`src/rtl/bus_arbiter.sv`:
```
// Two-master round-robin arbiter for the stb/ack/we/sel memory bus, with a
// watchdog that completes hung transactions back to the requesting master.
module bus_arbiter #(
    parameter int unsigned TIMEOUT      = 255,
    parameter logic [31:0] TIMEOUT_DATA = 32'hDEADBEEF
) (
    input  logic        clk,
    input  logic        rst_ni,
    input  logic        m0_stb_i,
    input  logic        m0_we_i,
    input  logic [31:0] m0_adr_i,
    input  logic [31:0] m0_dat_i,
    input  logic [3:0]  m0_sel_i,
    output logic [31:0] m0_dat_o,
    output logic        m0_ack_o,
    input  logic        m1_stb_i,
    input  logic        m1_we_i,
    input  logic [31:0] m1_adr_i,
    input  logic [31:0] m1_dat_i,
    input  logic [3:0]  m1_sel_i,
    output logic [31:0] m1_dat_o,
    output logic        m1_ack_o,
    output logic        s_stb_o,
    output logic        s_we_o,
    output logic [31:0] s_adr_o,
    output logic [31:0] s_dat_o,
    output logic [3:0]  s_sel_o,
    input  logic [31:0] s_dat_i,
    input  logic        s_ack_i,
    output logic [1:0]  gnt_o,
    output logic        timeout_o
);
    localparam int NUM_M = 2;
    localparam int CW    = (TIMEOUT > 0) ? $clog2(TIMEOUT + 1) : 1;
    localparam logic [CW-1:0] CNT_LAST = CW'((TIMEOUT > 0) ? TIMEOUT - 1 : 0);
    localparam logic [CW-1:0] CNT_MAX  = '1;

    typedef struct packed {
        logic        we;
        logic [31:0] adr;
        logic [31:0] dat;
        logic [3:0]  sel;
    } req_t;

    typedef enum logic [1:0] {IDLE, BUSY, TOUT} state_t;

    req_t [NUM_M-1:0]        req;
    logic [NUM_M-1:0]        stb;
    logic [NUM_M-1:0]        m_ack;
    logic [NUM_M-1:0][31:0]  m_dat;

    state_t        state_q, state_d;
    logic [1:0]    gnt_q, gnt_d;
    logic          last_q, last_d;
    logic [CW-1:0] cnt_q, cnt_d;
    logic          tout_q, tout_d;
    logic          g_idx, g_stb, win1;

    assign stb    = {m1_stb_i, m0_stb_i};
    assign req[0] = {m0_we_i, m0_adr_i, m0_dat_i, m0_sel_i};
    assign req[1] = {m1_we_i, m1_adr_i, m1_dat_i, m1_sel_i};

    assign g_idx = gnt_q[1];
    assign g_stb = |(gnt_q & stb);
    // last holds the index of the previous winner; on a tie the other master wins
    assign win1  = stb[1] && (!stb[0] || !last_q);

    always_ff @(posedge clk or negedge rst_ni) begin
        if (!rst_ni) begin
            state_q <= IDLE;
            gnt_q   <= 2'b00;
            last_q  <= 1'b1;
            cnt_q   <= '0;
            tout_q  <= 1'b0;
        end else begin
            state_q <= state_d;
            gnt_q   <= gnt_d;
            last_q  <= last_d;
            cnt_q   <= cnt_d;
            tout_q  <= tout_d;
        end
    end

    always_comb begin
        state_d = state_q;
        gnt_d   = gnt_q;
        last_d  = last_q;
        cnt_d   = cnt_q;
        tout_d  = 1'b0;
        case (state_q)
            IDLE: begin
                if (|stb) begin
                    gnt_d   = win1 ? 2'b10 : 2'b01;
                    cnt_d   = '0;
                    state_d = BUSY;
                end
            end
            BUSY: begin
                if (!g_stb && !s_ack_i) begin
                    gnt_d   = 2'b00;
                    last_d  = g_idx;
                    state_d = IDLE;
                end else if (s_ack_i) begin
                    // an ack on the limit cycle still wins over the watchdog
                    cnt_d = '0;
                end else if (TIMEOUT > 0 && g_stb) begin
                    if (cnt_q == CNT_LAST) begin
                        state_d = TOUT;
                        tout_d  = 1'b1;
                    end
                    if (cnt_q != CNT_MAX) cnt_d = cnt_q + CW'(1);
                end
            end
            TOUT: begin
                if (!g_stb) begin
                    gnt_d   = 2'b00;
                    last_d  = g_idx;
                    state_d = IDLE;
                end
            end
            default: state_d = IDLE;
        endcase
    end

    // gating by the registered grant keeps every output at 0 during reset
    always_comb begin
        s_stb_o = 1'b0;
        s_we_o  = 1'b0;
        s_adr_o = '0;
        s_dat_o = '0;
        s_sel_o = '0;
        m_ack   = '0;
        m_dat   = '0;
        for (int i = 0; i < NUM_M; i++) begin
            if (gnt_q[i]) begin
                s_stb_o  = stb[i] && (state_q == BUSY);
                s_we_o   = req[i].we;
                s_adr_o  = req[i].adr;
                s_dat_o  = req[i].dat;
                s_sel_o  = req[i].sel;
                m_ack[i] = (state_q == TOUT) || s_ack_i;
                m_dat[i] = (state_q == TOUT) ? TIMEOUT_DATA : s_dat_i;
            end
        end
    end

    assign m0_ack_o  = m_ack[0];
    assign m0_dat_o  = m_dat[0];
    assign m1_ack_o  = m_ack[1];
    assign m1_dat_o  = m_dat[1];
    assign gnt_o     = gnt_q;
    assign timeout_o = tout_q;

endmodule

```
`config.mk`:
```
export PLATFORM = sky130hd
export DESIGN_NAME = bus_arbiter
export DESIGN_NICKNAME = d
export VERILOG_FILES = /design/src/rtl/bus_arbiter.sv
export SDC_FILE = /design/constraint.sdc
export NUM_CORES = 1
export LEC_CHECK = 0
export BUFFER_PORTS_ARGS = -buffer_cell sky130_fd_sc_hd__buf_2
export CAP_MARGIN = 20
export CORE_AREA = 2 2 122 124
export CTS_CLUSTER_DIAMETER = 40
export CTS_CLUSTER_SIZE = 28
export DETAILED_ROUTE_END_ITERATION = 8
export DIE_AREA = 0 0 124 126
export PLACE_DENSITY = 0.56
export SKIP_CTS_REPAIR_TIMING = 1
export SYNTH_ARGS = -nofsm -noshare
export SYNTH_HDL_FRONTEND = slang
export SYNTH_SLANG_ARGS = --single-unit
export TNS_END_PERCENT = 50
```
`constraint.sdc`:
```
create_clock -name clk -period 2.1 [get_ports clk]
set_input_delay 0.315 -clock clk [delete_from_list [all_inputs] [get_ports clk]]
set_output_delay 0.315 -clock clk [all_outputs]
set_load 0.005 [all_outputs]
```
==> reports/summary.txt <==
layout cells sized above 1: 61.2%
Clock Tree Buf Depth: 2
FP Rows: 44
Worst Setup SP: gnt_o[1]$_DFFE_PN0P_
Core Util, Final: 28.6%
clk slew on worst S/H paths: 50 ps
CP Launch Type: flop
most common cell in the synthesized netlist: a22o_1
Cell Pwr Density: 895 nW/um2
IO Pins: 314
Avg WL per Cell: 15.5 um
Die Area: 15600 um2
CP Cell Sequence: buf_4 > a22o_1 > buf_2
Layout area overhead: 92.0%
launch point of the worst reg-to-reg path: state_q[1]$_DFFE_PN0P_
leakage power: 2.41 nW
WS Path Type: reg2out
number of enable flip-flop cells after synthesis: 0
Mean Syn Cell Area: 8.20 um2
Synth cell types: 41
Placer Congestion: 0.821
die height: 126 um
Post-Synthesis Cells: 260
CP peak stage delay: 540 ps
fmax: 514 MHz
vias in the first global route: 2830
CP arrival: 1630 ps
CTS root buf: clkbuf_16
pin count of the biggest net entering global routing: 47
CTS Buf Count: 3
clock sinks: 14
first-pass GRT wire length: 15900 um
number of remaining DRC errors: 0
Final Hold Viols: 0
CTS tree: built
H-tree Lvls: 1
worst hold path type: in2async
Synth top area share: 27.9%
via count: 3255
DP HPWL: 9790 um
synthesized area: 2130 um2
GRT Total Usage: 12.9%
core area: 14300 um2
design area: 4100 um2
worst hold margin: 496 ps
Max Slew Vio Count: 0
worst rel slew slack: 69.0%
period utilisation layout: 92.6%
clock skew: 2.89 ps
setup tns final: 0 ps
Design Power: 3.67 mW
Placed Area: 3980 um2
Max IR drop VDD: 0.000434 V
Async S/R FF share, synth: 100%
min Tclk post-route: 1940 ps
number of vias per cell: 4.33
Final nets: 749
Syn Nets: 441
Final ANT Viol Nets: 0
post-synth top area cell: a22o_1
Initial Util: 14.9%
peak fanout along the critical path: 46
Die X: 124 um
Syn. warnings: 0
Worst EP required: 1780 ps
initial antenna violation count: 0
number of port buffers: 313
clk_lat worst skew: 250 ps
synth top area cells: a22o_1 28%, o21a_1 18%, dfrtp_1 15%, and2_1 4.1%, ha_1 3.5%
synth cell count leaders: 68 x a22o_1, 50 x o21a_1, 19 x clkbuf_1
Remaining Overflow, GRT: 0
final WL: 11700 um
Least-Margin Pin Slew: 465 ps
# Max-Cap Violations: 0
top_reg_cell synth: dfrtp_1
Synth Register Bits: 14
final setup vio count: 0
Layout fillers: 1586
Initial DRC Count: 125
CP max stage cell: dfrtp_4
1st-pass router iterations: 4
RSZ-0062 raised after global routing: false
Worst setup EP type: primary output
outcome: complete, no violations
Seq/Total Area, Yosys: 16.5%
layout make-up:
class                      count  area [um2]  share of cell area (%)
sequential                    14         355                    8.67
inverter                       4        15.0                   0.367
tap                          184         230                    5.62
antenna                        1        2.50                  0.0611
multi-input combinational    211        1650                    40.3
timing repair buffer         334        1760                    43.1
clock buffer                   4        78.8                    1.92
where the power goes:
group	leakage [nW]	internal, mW	switching (mW)
logic	2.19	1.51	1.38
clock network	0.0382	0.257	0.117
registers	0.186	0.327	0.0705
logic make-up after synthesis:
kind of cell / Yosys count / share of synthesized area, %
flops: 14 / 16.5
simple gates: 54 / 14.4
compound gates: 145 / 55.3
mux: 6 / 3.17
fa+ha+maj: 6 / 3.52
buf+inv: 35 / 7.10
critical path: cells and delay by family, from the launching register on:
kind | cells | cell delay (ps)
AO/OA/AOI/OAI | 1 | 260
buffers and inverters | 2 | 570
flip-flops | 1 | 540
per-layer routing:
metal  vias to the layer above  global-route usage [%]  wire (um)
li1                       1625                       -          -
met1                      1502                    18.6       5240
met2                       124                    20.9       5510
met3                         4                    1.90        857
met4                         0                    1.72         55
met5                         -                       0          0
worst paths after layout:
| check | end | slack (ps) | cells after the start |
|---|---|---|---|
| worst min register to register | cnt_q[7]$_DFFE_PN0P_ | 500 | 1 |
| worst max-delay path | s_dat_o[12] | 160 | 3 |
| max in group asynchronous | last_q$_DFFE_PN1P_ | 1310 | 2 |
| worst min-delay path | cnt_q[1]$_DFFE_PN0P_ | 500 | 2 |
| min in group clk | cnt_q[7]$_DFFE_PN0P_ | 500 | 1 |
| worst max register to register | cnt_q[1]$_DFFE_PN0P_ | 320 | 6 |
registers in the layout, summed over array words and instances, names as in the netlist:
register   cells
timeout_o      1
cnt_q          8
last_q         1
gnt_o          2
state_q        2
stage by stage:
step	setup WS [ps]	instances
6_report	156	752
3_3_place_gp	361	745
4_1_cts	50.7	749
2_1_floorplan	400	260
3_5_place_dp	320	745
5_1_grt	57.1	751
placed cells by master (no fill, tap or decap), types with 2 or more instances in the layout:
cell,synthesis,final
buf_4,1,17
nor3_1,2,2
o21ai_0,2,2
a22o_1,68,68
dfrtp_1,13,12
o21ai_1,2,2
o211ai_1,3,3
o21a_1,50,50
nand2_1,10,10
nand3_1,5,5
and3_1,3,3
inv_1,4,4
mux2_1,4,4
nor2b_4,1,2
nor2_1,6,6
ha_1,6,5
clkbuf_16,0,3
and3b_1,2,2
a21oi_1,5,5
and2_1,14,14
mux2_2,2,2
a31oi_1,4,4
buf_2,7,313
nor2b_1,5,4
buf_12,0,3
a21o_1,2,2
nand4_1,3,3
Power figures use the tool's default switching activity.
